--- src/rtl/mem_port_arbiter_if.sv ---
`default_nettype none
// ============================================================================
// Module      : mem_port_arbiter_if
// Description : Bundle of the fetch (I), load/store (D) and memory-macro
//               signals of the unified memory port arbiter.
//               slave  modport : arbiter side (drives grants, responses and
//                                the memory strobe/address/data)
//               master modport : environment side (requesters + memory)
//               Ports carried:
//                 i_req, i_addr, i_gnt, i_rvalid, i_rdata
//                 d_req, d_we, d_be, d_addr, d_wdata, d_gnt, d_rvalid, d_rdata
//                 mem_en, mem_we, mem_be, mem_addr, mem_wdata, mem_rdata
// Revision    : 1.0 - initial release
// ============================================================================
interface mem_port_arbiter_if #(
    parameter int ADDR_W = 32,
    parameter int DATA_W = 32
);
    // fetch requester
    logic                  i_req;
    logic [ADDR_W-1:0]     i_addr;
    logic                  i_gnt;
    logic                  i_rvalid;
    logic [DATA_W-1:0]     i_rdata;

    // load/store requester
    logic                  d_req;
    logic                  d_we;
    logic [DATA_W/8-1:0]   d_be;
    logic [ADDR_W-1:0]     d_addr;
    logic [DATA_W-1:0]     d_wdata;
    logic                  d_gnt;
    logic                  d_rvalid;
    logic [DATA_W-1:0]     d_rdata;

    // memory macro
    logic                  mem_en;
    logic                  mem_we;
    logic [DATA_W/8-1:0]   mem_be;
    logic [ADDR_W-1:0]     mem_addr;
    logic [DATA_W-1:0]     mem_wdata;
    logic [DATA_W-1:0]     mem_rdata;

    modport slave (
        input  i_req, i_addr,
        input  d_req, d_we, d_be, d_addr, d_wdata,
        input  mem_rdata,
        output i_gnt, i_rvalid, i_rdata,
        output d_gnt, d_rvalid, d_rdata,
        output mem_en, mem_we, mem_be, mem_addr, mem_wdata
    );

    modport master (
        output i_req, i_addr,
        output d_req, d_we, d_be, d_addr, d_wdata,
        output mem_rdata,
        input  i_gnt, i_rvalid, i_rdata,
        input  d_gnt, d_rvalid, d_rdata,
        input  mem_en, mem_we, mem_be, mem_addr, mem_wdata
    );
endinterface
`default_nettype wire

--- src/rtl/mem_port_arbiter.sv ---
`default_nettype none
// ============================================================================
// Module      : mem_port_arbiter
// Description : Shares one single-port unified memory between the fetch
//               requester (I) and the load/store requester (D).
//               - one access per cycle, grant and memory drive combinational
//                 in the request cycle
//               - D has fixed priority; I is forced through after it has been
//                 denied STARVE_MAX consecutive requesting cycles
//               - a MEM_LATENCY-deep tag pipeline routes every response back
//                 to the requester that issued it, in issue order
// Ports       : clk, rst_n (async, active low)
//               bus   : mem_port_arbiter_if.slave (I, D and memory signals)
//               stat_i_grants / stat_d_grants / stat_conflicts (32-bit,
//               wrapping) exist only when MEM_ARB_STATS_EN is defined
// Options     : `define MEM_ARB_STATS_EN to add the grant/conflict counters
// Parameters  : ADDR_W, DATA_W, MEM_LATENCY (1..4), STARVE_MAX
// Revision    : 1.0 - initial release
// ============================================================================
module mem_port_arbiter #(
    parameter int ADDR_W      = 32,
    parameter int DATA_W      = 32,
    parameter int MEM_LATENCY = 1,
    parameter int STARVE_MAX  = 4
) (
    input  wire logic            clk,
    input  wire logic            rst_n,
    mem_port_arbiter_if.slave    bus
`ifdef MEM_ARB_STATS_EN
    ,
    output logic [31:0]          stat_i_grants,
    output logic [31:0]          stat_d_grants,
    output logic [31:0]          stat_conflicts
`endif
);

    localparam int c_BE_W  = DATA_W / 8;
    localparam int c_CNT_W = (STARVE_MAX < 1) ? 1 : $clog2(STARVE_MAX + 1);
    localparam logic [c_CNT_W-1:0] c_STARVE_MAX = c_CNT_W'(STARVE_MAX);
    localparam logic [c_CNT_W-1:0] c_CNT_ONE    = c_CNT_W'(1);

    // ------------------------------------------------------------------------
    // Arbitration
    // ------------------------------------------------------------------------
    logic [c_CNT_W-1:0] r_starve_cnt;
    logic               w_starved;
    logic               w_i_gnt;
    logic               w_d_gnt;
    logic               w_mem_en;
    logic               w_d_store;

    assign w_starved = (r_starve_cnt == c_STARVE_MAX);

    // Grants are qualified by rst_n so that nothing reaches the memory or the
    // requesters while reset is held, even with requests asserted.
    always_comb begin
        w_i_gnt = 1'b0;
        w_d_gnt = 1'b0;
        if (rst_n) begin
            if (bus.d_req && !(bus.i_req && w_starved)) begin
                w_d_gnt = 1'b1;
            end else if (bus.i_req) begin
                w_i_gnt = 1'b1;
            end
        end
    end

    assign w_mem_en  = w_i_gnt | w_d_gnt;
    assign w_d_store = w_d_gnt & bus.d_we;

    // Counts consecutive cycles in which I is requesting but not granted.
    // Saturates so that I keeps its forced priority until it is served.
    always_ff @(posedge clk or negedge rst_n) begin
        if (!rst_n) begin
            r_starve_cnt <= '0;
        end else if (bus.i_req && !w_i_gnt) begin
            if (!w_starved) begin
                r_starve_cnt <= r_starve_cnt + c_CNT_ONE;
            end
        end else begin
            r_starve_cnt <= '0;
        end
    end

    // ------------------------------------------------------------------------
    // Memory drive (same cycle as the grant)
    // ------------------------------------------------------------------------
    assign bus.i_gnt     = w_i_gnt;
    assign bus.d_gnt     = w_d_gnt;
    assign bus.mem_en    = w_mem_en;
    assign bus.mem_we    = w_d_store;
    assign bus.mem_be    = w_d_store ? bus.d_be
                         : (w_mem_en ? {c_BE_W{1'b1}} : {c_BE_W{1'b0}});
    assign bus.mem_addr  = w_d_gnt ? bus.d_addr
                         : (w_i_gnt ? bus.i_addr : {ADDR_W{1'b0}});
    assign bus.mem_wdata = w_d_store ? bus.d_wdata : {DATA_W{1'b0}};

    // ------------------------------------------------------------------------
    // Response tag pipeline
    // Bit 0 holds the tag of the access issued in the previous cycle; the tag
    // in bit MEM_LATENCY-1 lines up with the cycle in which mem_rdata for
    // that access is valid.
    // ------------------------------------------------------------------------
    logic [MEM_LATENCY-1:0] r_tag_vld;
    logic [MEM_LATENCY-1:0] r_tag_own_d;
    logic [MEM_LATENCY-1:0] r_tag_wr;

    generate
        if (MEM_LATENCY == 1) begin : g_pipe_single
            always_ff @(posedge clk or negedge rst_n) begin
                if (!rst_n) begin
                    r_tag_vld   <= '0;
                    r_tag_own_d <= '0;
                    r_tag_wr    <= '0;
                end else begin
                    r_tag_vld   <= w_mem_en;
                    r_tag_own_d <= w_d_gnt;
                    r_tag_wr    <= w_d_store;
                end
            end
        end else begin : g_pipe_multi
            always_ff @(posedge clk or negedge rst_n) begin
                if (!rst_n) begin
                    r_tag_vld   <= '0;
                    r_tag_own_d <= '0;
                    r_tag_wr    <= '0;
                end else begin
                    r_tag_vld   <= {r_tag_vld[MEM_LATENCY-2:0],   w_mem_en};
                    r_tag_own_d <= {r_tag_own_d[MEM_LATENCY-2:0], w_d_gnt};
                    r_tag_wr    <= {r_tag_wr[MEM_LATENCY-2:0],    w_d_store};
                end
            end
        end
    endgenerate

    logic w_out_vld;
    logic w_out_own_d;
    logic w_out_wr;

    assign w_out_vld   = r_tag_vld[MEM_LATENCY-1];
    assign w_out_own_d = r_tag_own_d[MEM_LATENCY-1];
    assign w_out_wr    = r_tag_wr[MEM_LATENCY-1];

    // Data is steered only to the owner; the other side always sees zero.
    // A store acknowledge carries zero data rather than whatever the macro
    // happens to present.
    assign bus.i_rvalid = w_out_vld & ~w_out_own_d;
    assign bus.d_rvalid = w_out_vld &  w_out_own_d;
    assign bus.i_rdata  = (w_out_vld && !w_out_own_d) ? bus.mem_rdata
                                                      : {DATA_W{1'b0}};
    assign bus.d_rdata  = (w_out_vld && w_out_own_d && !w_out_wr) ? bus.mem_rdata
                                                                  : {DATA_W{1'b0}};

`ifdef MEM_ARB_STATS_EN
    // ------------------------------------------------------------------------
    // Statistics counters (free-running, wrap at 2^32)
    // ------------------------------------------------------------------------
    logic [31:0] r_stat_i_grants;
    logic [31:0] r_stat_d_grants;
    logic [31:0] r_stat_conflicts;

    always_ff @(posedge clk or negedge rst_n) begin
        if (!rst_n) begin
            r_stat_i_grants  <= 32'd0;
            r_stat_d_grants  <= 32'd0;
            r_stat_conflicts <= 32'd0;
        end else begin
            if (w_i_gnt) begin
                r_stat_i_grants <= r_stat_i_grants + 32'd1;
            end
            if (w_d_gnt) begin
                r_stat_d_grants <= r_stat_d_grants + 32'd1;
            end
            if (bus.i_req && bus.d_req) begin
                r_stat_conflicts <= r_stat_conflicts + 32'd1;
            end
        end
    end

    assign stat_i_grants  = r_stat_i_grants;
    assign stat_d_grants  = r_stat_d_grants;
    assign stat_conflicts = r_stat_conflicts;
`endif

endmodule
`default_nettype wire

--- src/flat_wrapper.sv ---
// flat-port wrapper written by rule: the top's interface ports become plain ports
module mem_port_arbiter_flat 
#(
    parameter int ADDR_W      = 32,
    parameter int DATA_W      = 32,
    parameter int MEM_LATENCY = 1,
    parameter int STARVE_MAX  = 4
)
  (clk, rst_n, bus_i_req, bus_i_addr, bus_d_req, bus_d_we, bus_d_be, bus_d_addr, bus_d_wdata, bus_mem_rdata, bus_i_gnt, bus_i_rvalid, bus_i_rdata, bus_d_gnt, bus_d_rvalid, bus_d_rdata, bus_mem_en, bus_mem_we, bus_mem_be, bus_mem_addr, bus_mem_wdata);
  mem_port_arbiter_if #(.ADDR_W(ADDR_W), .DATA_W(DATA_W)) bus_i ();
  input  wire logic clk;
  input  wire logic rst_n;
  input wire logic [$bits(bus_i.i_req)-1:0] bus_i_req;
  input wire logic [$bits(bus_i.i_addr)-1:0] bus_i_addr;
  input wire logic [$bits(bus_i.d_req)-1:0] bus_d_req;
  input wire logic [$bits(bus_i.d_we)-1:0] bus_d_we;
  input wire logic [$bits(bus_i.d_be)-1:0] bus_d_be;
  input wire logic [$bits(bus_i.d_addr)-1:0] bus_d_addr;
  input wire logic [$bits(bus_i.d_wdata)-1:0] bus_d_wdata;
  input wire logic [$bits(bus_i.mem_rdata)-1:0] bus_mem_rdata;
  output wire logic [$bits(bus_i.i_gnt)-1:0] bus_i_gnt;
  output wire logic [$bits(bus_i.i_rvalid)-1:0] bus_i_rvalid;
  output wire logic [$bits(bus_i.i_rdata)-1:0] bus_i_rdata;
  output wire logic [$bits(bus_i.d_gnt)-1:0] bus_d_gnt;
  output wire logic [$bits(bus_i.d_rvalid)-1:0] bus_d_rvalid;
  output wire logic [$bits(bus_i.d_rdata)-1:0] bus_d_rdata;
  output wire logic [$bits(bus_i.mem_en)-1:0] bus_mem_en;
  output wire logic [$bits(bus_i.mem_we)-1:0] bus_mem_we;
  output wire logic [$bits(bus_i.mem_be)-1:0] bus_mem_be;
  output wire logic [$bits(bus_i.mem_addr)-1:0] bus_mem_addr;
  output wire logic [$bits(bus_i.mem_wdata)-1:0] bus_mem_wdata;
  assign bus_i.i_req = bus_i_req;
  assign bus_i.i_addr = bus_i_addr;
  assign bus_i.d_req = bus_d_req;
  assign bus_i.d_we = bus_d_we;
  assign bus_i.d_be = bus_d_be;
  assign bus_i.d_addr = bus_d_addr;
  assign bus_i.d_wdata = bus_d_wdata;
  assign bus_i.mem_rdata = bus_mem_rdata;
  assign bus_i_gnt = bus_i.i_gnt;
  assign bus_i_rvalid = bus_i.i_rvalid;
  assign bus_i_rdata = bus_i.i_rdata;
  assign bus_d_gnt = bus_i.d_gnt;
  assign bus_d_rvalid = bus_i.d_rvalid;
  assign bus_d_rdata = bus_i.d_rdata;
  assign bus_mem_en = bus_i.mem_en;
  assign bus_mem_we = bus_i.mem_we;
  assign bus_mem_be = bus_i.mem_be;
  assign bus_mem_addr = bus_i.mem_addr;
  assign bus_mem_wdata = bus_i.mem_wdata;
  mem_port_arbiter #(.ADDR_W(ADDR_W), .DATA_W(DATA_W), .MEM_LATENCY(MEM_LATENCY), .STARVE_MAX(STARVE_MAX)) u_core (.clk(clk), .rst_n(rst_n), .bus(bus_i));
endmodule
--- config.mk ---
export PLATFORM = sky130hd
export DESIGN_NAME = mem_port_arbiter_flat
export DESIGN_NICKNAME = d
export VERILOG_FILES = /design/src/rtl/mem_port_arbiter_if.sv /design/src/rtl/mem_port_arbiter.sv /design/src/flat_wrapper.sv
export SDC_FILE = /design/constraint.sdc
export NUM_CORES = 1
export LEC_CHECK = 0
export ABC_AREA = 1
export CAP_MARGIN = 20
export CORE_AREA = 2 2 105 107
export DETAILED_ROUTE_END_ITERATION = 7
export DIE_AREA = 0 0 107 109
export MAX_ROUTING_LAYER = met4
export PLACE_DENSITY = 0.73
export SYNTH_ARGS = -nofsm -noshare
export SYNTH_HDL_FRONTEND = slang
export SYNTH_SLANG_ARGS = --single-unit
export TNS_END_PERCENT = 50
--- constraint.sdc ---
create_clock -name clk -period 1.4 [get_ports clk]
set_input_delay 0.28 -clock clk [delete_from_list [all_inputs] [get_ports clk]]
set_output_delay 0.28 -clock clk [all_outputs]
set_load 0.02 [all_outputs]
-- After elaboration in Yosys (flattened, before gate mapping)
Cells that the tools add are included.
- register bits: 6
- output and inout port bits: 138
- word-level logic and storage cells: 36
- add/subtract/negate cells: 1
- equal/unequal tests: 2
- muxes and demuxes: 14
- bitwise logic cells: 5
- reductions and logical operators: 10
- operators by type and width (operator ; number):
    2-to-1 mux 32 bit ; 5
    2-to-1 mux 4 bit ; 2
    logical AND 1 bit ; 6
    2-to-1 mux 3 bit ; 2
    2-to-1 mux 1 bit ; 5
    zero test 1 bit ; 4
    adder 3 x 1 -> 3 bit, second input constant ; 1
    bitwise AND 1 bit ; 3
    equality test 3 bit, second input constant ; 1
    != test 2 bit, second input constant ; 1
    inverter 1 bit ; 1
    OR 1 bit ; 1

-- Longest topological paths before layout
Gate-level depths: netlist (run 1).
- depth after elaboration: 9
- mapped depth: 9

-- Worst setup path after synthesis (run 1)
OpenSTA, ideal clock, no wires.
- path type: reg2out
- start point: register u_core.r_starve_cnt[0]
- end point: output port bus_mem_be[0]
- arrival time: 1.549 ns
- data required time: 1.120 ns
- setup slack: -0.429 ns
- stages on the path, launching flop included: 8
- path buffers: 0
- path through: dfrtp_1 > inv_1 > ha_1 > nand3_2 > nand3_1 > nor2_1 > nand2_1 > nand2_1
- elaborated cells between the ends (all ways): 12
- classes of those cells: eq/ne: 1; mux: 6; bitwise: 2; reduce/logical: 3
- RTL lines (what ; line ; source):
    start: declaration ; mem_port_arbiter.sv:45 ; logic [c_CNT_W-1:0] r_starve_cnt;
    start signal: assignment ; mem_port_arbiter.sv:78 ; r_starve_cnt <= r_starve_cnt + c_CNT_ONE;
    equality test 3 bit ; mem_port_arbiter.sv:52 ; assign w_starved = (r_starve_cnt == c_STARVE_MAX);
    logical AND 1 bit ; mem_port_arbiter.sv:60 ; if (bus.d_req && !(bus.i_req && w_starved)) begin
    zero test 1 bit ; mem_port_arbiter.sv:60 ;
    logical AND 1 bit ; mem_port_arbiter.sv:60 ;
    2-to-1 mux 1 bit ; mem_port_arbiter.sv:60 ;
    2-to-1 mux 1 bit ; mem_port_arbiter.sv:59 ; if (rst_n) begin
    bitwise AND 1 bit ; mem_port_arbiter.sv:69 ; assign w_d_store = w_d_gnt & bus.d_we;
    named net bus_mem_we ; flat_wrapper.sv:28 ; output wire logic [$bits(bus_i.mem_we)-1:0] bus_mem_we;
    2-to-1 mux 4 bit ; mem_port_arbiter.sv:92 ; assign bus.mem_be = w_d_store ? bus.d_be
    end: declaration ; flat_wrapper.sv:29 ; output wire logic [$bits(bus_i.mem_be)-1:0] bus_mem_be;
The timed path passes the listed nets, and every way through them passes these cells.

-- Worst setup path after layout (run 1)
- start point: input port bus_d_req
- end point: output port bus_mem_wdata[21]
- longest elaborated chain between the ends: 5
- RTL lines (what ; line ; source):
    start: declaration ; flat_wrapper.sv:15 ; input wire logic [$bits(bus_i.d_req)-1:0] bus_d_req;
    logical AND 1 bit ; mem_port_arbiter.sv:60 ;
    2-to-1 mux 1 bit ; mem_port_arbiter.sv:60 ;
    2-to-1 mux 1 bit ; mem_port_arbiter.sv:59 ;
    bitwise AND 1 bit ; mem_port_arbiter.sv:69 ;
    2-to-1 mux 32 bit ; mem_port_arbiter.sv:96 ; assign bus.mem_wdata = w_d_store ? bus.d_wdata : {DATA_W{1'b0}};
    end: declaration ; flat_wrapper.sv:31 ; output wire logic [$bits(bus_i.mem_wdata)-1:0] bus_mem_wdata;
Every way passes these cells.

==> out/metrics.cfg, run 1 <==
[worst_setup_path]
r2r_end=u_core.r_starve_cnt[1]
ff2ff_path_depth=8
worst-r2r-setup-slack_ps=-40
endpoint_kind=primary output
crit_path_start=bus_d_req
critPathRequiredTime_ps=1120
worstPathMaxFanout=8
cp.arrival_ps=1640
crit_path_start_kind=input port
reg2reg_from=u_core.r_starve_cnt[1]
crit_type=input port to primary output

[synth]
async_flop_share_pct=100
yosysUniqueCellTypes=20
ys_ff_latch=6
synth_warnings=0
synthAdderAreaFrac_pct=1.70
netlist_area_um2=1470
synthFlopType=dfrtp_1
muxShareOfSynthArea_pct=0
synthCells=321
synth_edf_count=0
synth_nets=460
synth-compound-area-share_pct=1.19
yosysSeqAreaShare_pct=10.2
synth-xor-area-share_pct=0.595
synth_top_family_by_area=simple AND/OR/NAND/NOR gates
syn_area_per_cell_um2=4.59
yosys.area_share.simple_pct=58.4

[timing]
drv_slew=0
maxSlewHeadroom_pct=83.0
finalCritPeriodShare_pct=137
max_slew.worst_pin.slew_ps=254
skew_ps=0.447
setup_ws_ps=-523
timing_hold_violations_final=0
rsz0062_at_grt=yes
final-setup-viol-count=138
setup_tns_ps=-44510
max_freq_ghz=0.520
period_needed_ps=1920

[hold_path]
hp-class=input port to async pin

[placement]
place_area_um2=5000
gp_congestion=0.826
place_inst=743
port-buffer-count=274
dpl.hpwl_um=7580

[clock_network]
cts_made_buffers=3
clockRootBuffer=clkbuf_8
htreeDepth=1
clock_sinks=6
clk_pin_slew_ps=40
postCtsHoldBufs=0
cts_buffer_depth=2
clk_latency_ps=220
cts_tree=done

[grt]
antenna_found_initial=0
overflow=0
first_global_vias=2894
grtUsageTotal_pct=15.2
grt_first_pass_wirelength_um=13900
grt_max_degree=32

[floorplan]
design.portCount=275
die_w_um=107
core_um2=10600
row_count=38
start_util_pct=13.9
fp.dieArea_um2=11700
die_height_um=109

[final_layout]
nets=760
instances_no_fill=759
syn_to_final_growth_pct=259
diodes=0
design_area_um2=5290
drive_gt1_share_pct=46.8

[power]
p_int_mw=1.22
p_sw_mw=0.834
p_seq_share_pct=9.4
comb_power_share_pct=78.2
power_leakage_nw=2.69
switching_share_pct=40.6
powerDensity_nw_per_um2=389
finalPower_mw=2.06
irDropWorstVdd_mv=0.173
pwr-share-clk_pct=12.5

[flow_run]
cap_viol_max_count=0

[run_status]
status=finished, violations left
violations=negative setup slack

[drt]
wl_per_cell_um=12.4
first_pass_iters=4
num_vias=2942
routed_via_density=3.88
drt-initial-drc-count=122
wl_um=9410
antenna_left=0
drcViolationCount=0

logic make-up (layout without fill, tap and decap cells):
kind of cell               after synthesis  in the layout
AOI/OAI and AO/OA                        3              3
xor gates and xnor gates                 1              1
adders and majority gates                2              2
buffers and inverters                   91            389
DFF                                      6              6
and+or+nand+nor                        218            218
cell type report:
type                            count  area (µm²)
Clock buffer                        3        41.3
Fill cell                         979        5320
Inverter                           75         292
Multi-Input combinational cell    224        1500
Sequential cell                     6         150
Tap cell                          140         175
Timing Repair Buffer              311        3130
cells in the mapped netlist (2+ instances only):
cell type | n | area (µm²)
buf_6 | 5 | 56.3
o21ai_0 | 2 | 10.0
ha_1 | 2 | 25.0
inv_1 | 73 | 274
buf_2 | 3 | 15.0
buf_4 | 3 | 22.5
clkbuf_1 | 4 | 15.0
dfrtp_1 | 6 | 150
nand4_1 | 2 | 12.5
nand2_1 | 103 | 387
nand2_2 | 10 | 62.6
nand3_1 | 2 | 10.0
nor2_1 | 99 | 372
registers in the layout (all words and copies together), names as in the netlist:
register             cells
u_core.r_starve_cnt      3
u_core.r_tag_own_d       1
u_core.r_tag_vld         1
u_core.r_tag_wr          1
placed cells by master, fill, tap and decap left out, drive strengths merged:
master	instances
buf	172
clkbuf	5
clkdlybuf4s50	134
clkinv	1
dfrtp	6
dlygate4sd2	1
dlymetal6s2s	2
ha	2
inv	74
nand2	113
nand3	3
nand4	2
nor2	99
o211ai	1
o21ai	2
or2	1
xor2	1
metal layers:
layer	vias to the layer above	GRT usage, %	routed length (µm)
li1	1489	-	-
met1	1290	16.1	3400
met2	159	28.9	5080
met3	4	3.11	879
met4	0	3.53	54
met5	-	-	0
worst max-delay path by stage:
| stage | slack, ps | endpoint | cells after the start |
|---|---|---|---|
| after floorplan | -180 | bus_mem_wdata[10] | 6 |
| after global placement | -1020 | bus_mem_wdata[31] | 5 |
| after detailed placement | -1070 | bus_mem_addr[22] | 8 |
| after CTS | -540 | bus_mem_wdata[27] | 8 |
| after global routing | -600 | bus_mem_wdata[8] | 8 |
| final | -520 | bus_mem_wdata[21] | 6 |
stage by stage:
step / worst slack (ps) / hold slack (ps) / utilization [%]
2_1_floorplan: -183 / -15.6 / -
3_5_place_dp: -1070 / 514 / 47.2
4_1_cts: -540 / 14.8 / 48.6
5_1_grt: -600 / 17.9 / 49.9
3_3_place_gp: -1020 / 493 / 47.2
6_report: -523 / 9.98 / 49.9
what timing repair did:
action	in CTS	in global routing
gates cloned	5	0
pin swaps	2	7
setup buffers	6	3
resized for setup	572	219
setup endpoints to repair	140	140
worst max-delay path: stages:
cell and delay, ps:
clkdlybuf4s50_1 580, nand4_1 200, buf_6 190, buf_16 160
nor2_4 110, buf_6 120
power groups by stage:
stage	Clock [mW]	Sequential [mW]	Combinational, mW
after global routing	0.273	0.194	1.71
after global placement	0	0.194	1.50
final	0.256	0.193	1.61
after floorplan	0	0.196	0.658
after CTS	0.262	0.192	1.54
after detailed placement	0	0.194	1.52
Power figures use the tool's default switching activity.
==> inputs of run 2 (changes only) <==
--- a/config.mk
+++ b/config.mk
@@ -15,4 +15,4 @@
 export SYNTH_ARGS = -nofsm -noshare
 export SYNTH_HDL_FRONTEND = slang
 export SYNTH_SLANG_ARGS = --single-unit
-export TNS_END_PERCENT = 50
+export TNS_END_PERCENT = 10
==> out/metrics.cfg, run 2 (synthesis gave the netlist of run 1 again) <==
[run_status]
status=finished, violations left
violations=negative setup slack

[final_layout]
final_common_cell=clkdlybuf4s50_1
multiInputGateArea_um2=1520  ; +1.3%
filler_cell_count=965  ; -1.4%
diodes=0  ; unchanged
drive_gt1_share_pct=52.7  ; +5.9 points
mostFrequentLayoutCells=clkdlybuf4s50_1 (133), buf_6 (101), inv_1 (70)
largest_reg_flops=3  ; unchanged
nets=767  ; +0.92%
syn_to_final_growth_pct=276
regMostFlops=u_core.r_starve_cnt
seqCellArea_um2=150  ; unchanged

[worst_setup_path]
cp.arrival_ps=1640  ; about the same
endpoint_kind=primary output
worstPathMaxFanout=6  ; -2
r2r_end=u_core.r_tag_own_d
critPathRequiredTime_ps=1120  ; about the same
crit_path_start_kind=flop
worst-r2r-setup-slack_ps=30  ; +70 ps
reg2reg_from=u_core.r_starve_cnt[1]
ff2ff_path_depth=7  ; -1
crit_type=flop to primary output

[floorplan]
design.portCount=275  ; unchanged
start_util_pct=13.9  ; unchanged
row_count=38  ; unchanged
fp.dieArea_um2=11700  ; unchanged
die_w_um=107  ; unchanged
core_um2=10600  ; unchanged
die_height_um=109  ; unchanged

[drt]
antenna_left=0  ; unchanged
drt-initial-drc-count=142  ; +16%
num_vias=3025  ; +2.8%
wl_um=9800  ; +4.2%
drcViolationCount=0  ; unchanged
first_pass_iters=4  ; unchanged
routed_via_density=3.95  ; +1.9%
wl_per_cell_um=12.8  ; +3.3%

[clock_network]
clk_pin_slew_ps=40  ; about the same
clockRootBuffer=clkbuf_8
clk_latency_ps=220  ; about the same
htreeDepth=1  ; unchanged
cts_tree=done
cts_made_buffers=3  ; unchanged
cts_buffer_depth=2  ; unchanged
postCtsHoldBufs=0  ; unchanged
clock_sinks=6  ; unchanged

[timing]
maxSlewHeadroom_pct=82.3  ; -0.68 points
period_needed_ps=1920  ; +1.12 ps
max_freq_ghz=0.520  ; about the same
drv_slew=0  ; unchanged
max_slew.worst_pin.slew_ps=266  ; +11.3 ps
hold_ws_ps=248  ; +238 ps
final-setup-viol-count=136  ; -1.4%
timing_hold_violations_final=0  ; unchanged
skew_ps=1.08  ; +0.636 ps
finalCritPeriodShare_pct=137  ; about the same
rsz0062_at_grt=yes
setup_ws_ps=-525  ; -1.12 ps

[placement]
gp_congestion=0.774  ; -6.3%
dpl.hpwl_um=7170  ; -5.4%
port-buffer-count=274  ; unchanged

[hold_path]
hp-class=input port to async pin

[power]
pwr-share-clk_pct=12.0  ; -0.5 points
comb_power_share_pct=78.9  ; +0.7 points
finalPower_mw=2.12  ; +3.1%
p_seq_share_pct=9.2  ; -0.2 points
p_sw_mw=0.846  ; +1.3%
switching_share_pct=39.9  ; -0.69 points
p_int_mw=1.27  ; +4.3%
power_leakage_nw=2.82  ; +4.7%
powerDensity_nw_per_um2=383  ; -1.5%
irDropWorstVdd_mv=0.218  ; +26%

[grt]
grtUsageTotal_pct=14.3  ; -0.88 points
antenna_found_initial=0  ; unchanged
first_global_vias=2845  ; -1.7%
grt_first_pass_wirelength_um=13100  ; -5.6%
grt_max_degree=28  ; -13%
overflow=0  ; unchanged

[flow_run]
cap_viol_max_count=0  ; unchanged

[run 2: metrics by stage]
| stage | area, µm² | setup TNS [ps] | setup WS, ps | std cells | util, % |
|---|---|---|---|---|---|
| floorplan | 1760 | -15910 | -183 | 321 | - |
| global placement | 4770 | -93370 | -974 | 742 | 45.0 |
| detailed placement | 4770 | -97000 | -1030 | 742 | 45.0 |
| CTS | 4980 | -46730 | -548 | 756 | 47.0 |
| global route | 5540 | -56410 | -626 | 766 | 52.2 |
| finish | 5540 | -44390 | -525 | 766 | 52.2 |
[run 2: worst max path at each step]
stage | from | end | slack, ps
after detailed placement | rst_n | bus_mem_addr[1] | -1030
after global routing | u_core.r_starve_cnt[1] | bus_mem_addr[2] | -630
after CTS | u_core.r_starve_cnt[1] | bus_mem_addr[19] | -550
final | u_core.r_starve_cnt[1] | bus_mem_wdata[2] | -520
after global placement | rst_n | bus_mem_addr[4] | -970
after floorplan | u_core.r_starve_cnt[0] | bus_mem_wdata[10] | -180
[run 2: area by class of cell]
class,instances,area share [%]
flip-flops and latches,6,2.71
inverters,75,5.40
clock buffers,3,0.746
repair buffers,318,60.6
multi-input cells,224,27.4
well taps,140,3.16
[run 2: metal layers]
metal / vias up / GRT usage (%) / part of all wire [%]
li1: 1502 / - / -
met1: 1347 / 14.5 / 35
met2: 170 / 27.5 / 54
met3: 6 / 3.59 / 9.4
met4: 0 / 3.25 / 0.75
met5: - / - / 0
[run 2: power groups by stage]
stage | combinational [mW] | clock, mW | sequential, mW
final | 1.67 | 0.254 | 0.194
after global routing | 1.77 | 0.285 | 0.195
after CTS | 1.50 | 0.263 | 0.194
after detailed placement | 1.42 | 0 | 0.195
after global placement | 1.40 | 0 | 0.194
after floorplan | 0.572 | 0 | 0.195
[run 2: critical path, stage by stage, from the launching register on]
cell     delay, ps
dfrtp_1        350
inv_2           50
ha_4           160
nand3_4        110
nand4_1        110
buf_6          170
buf_12         130
buf_16         140
nor2_4          80
buf_6          120
[run 2: repair_timing]
action	4_1_cts	5_1_grt
cloned	5	4
buffers inserted	6	8
gates resized for setup	734	174
hold endpoints to repair	0	0
setup endpoints to repair	137	138
pin swaps	7	12
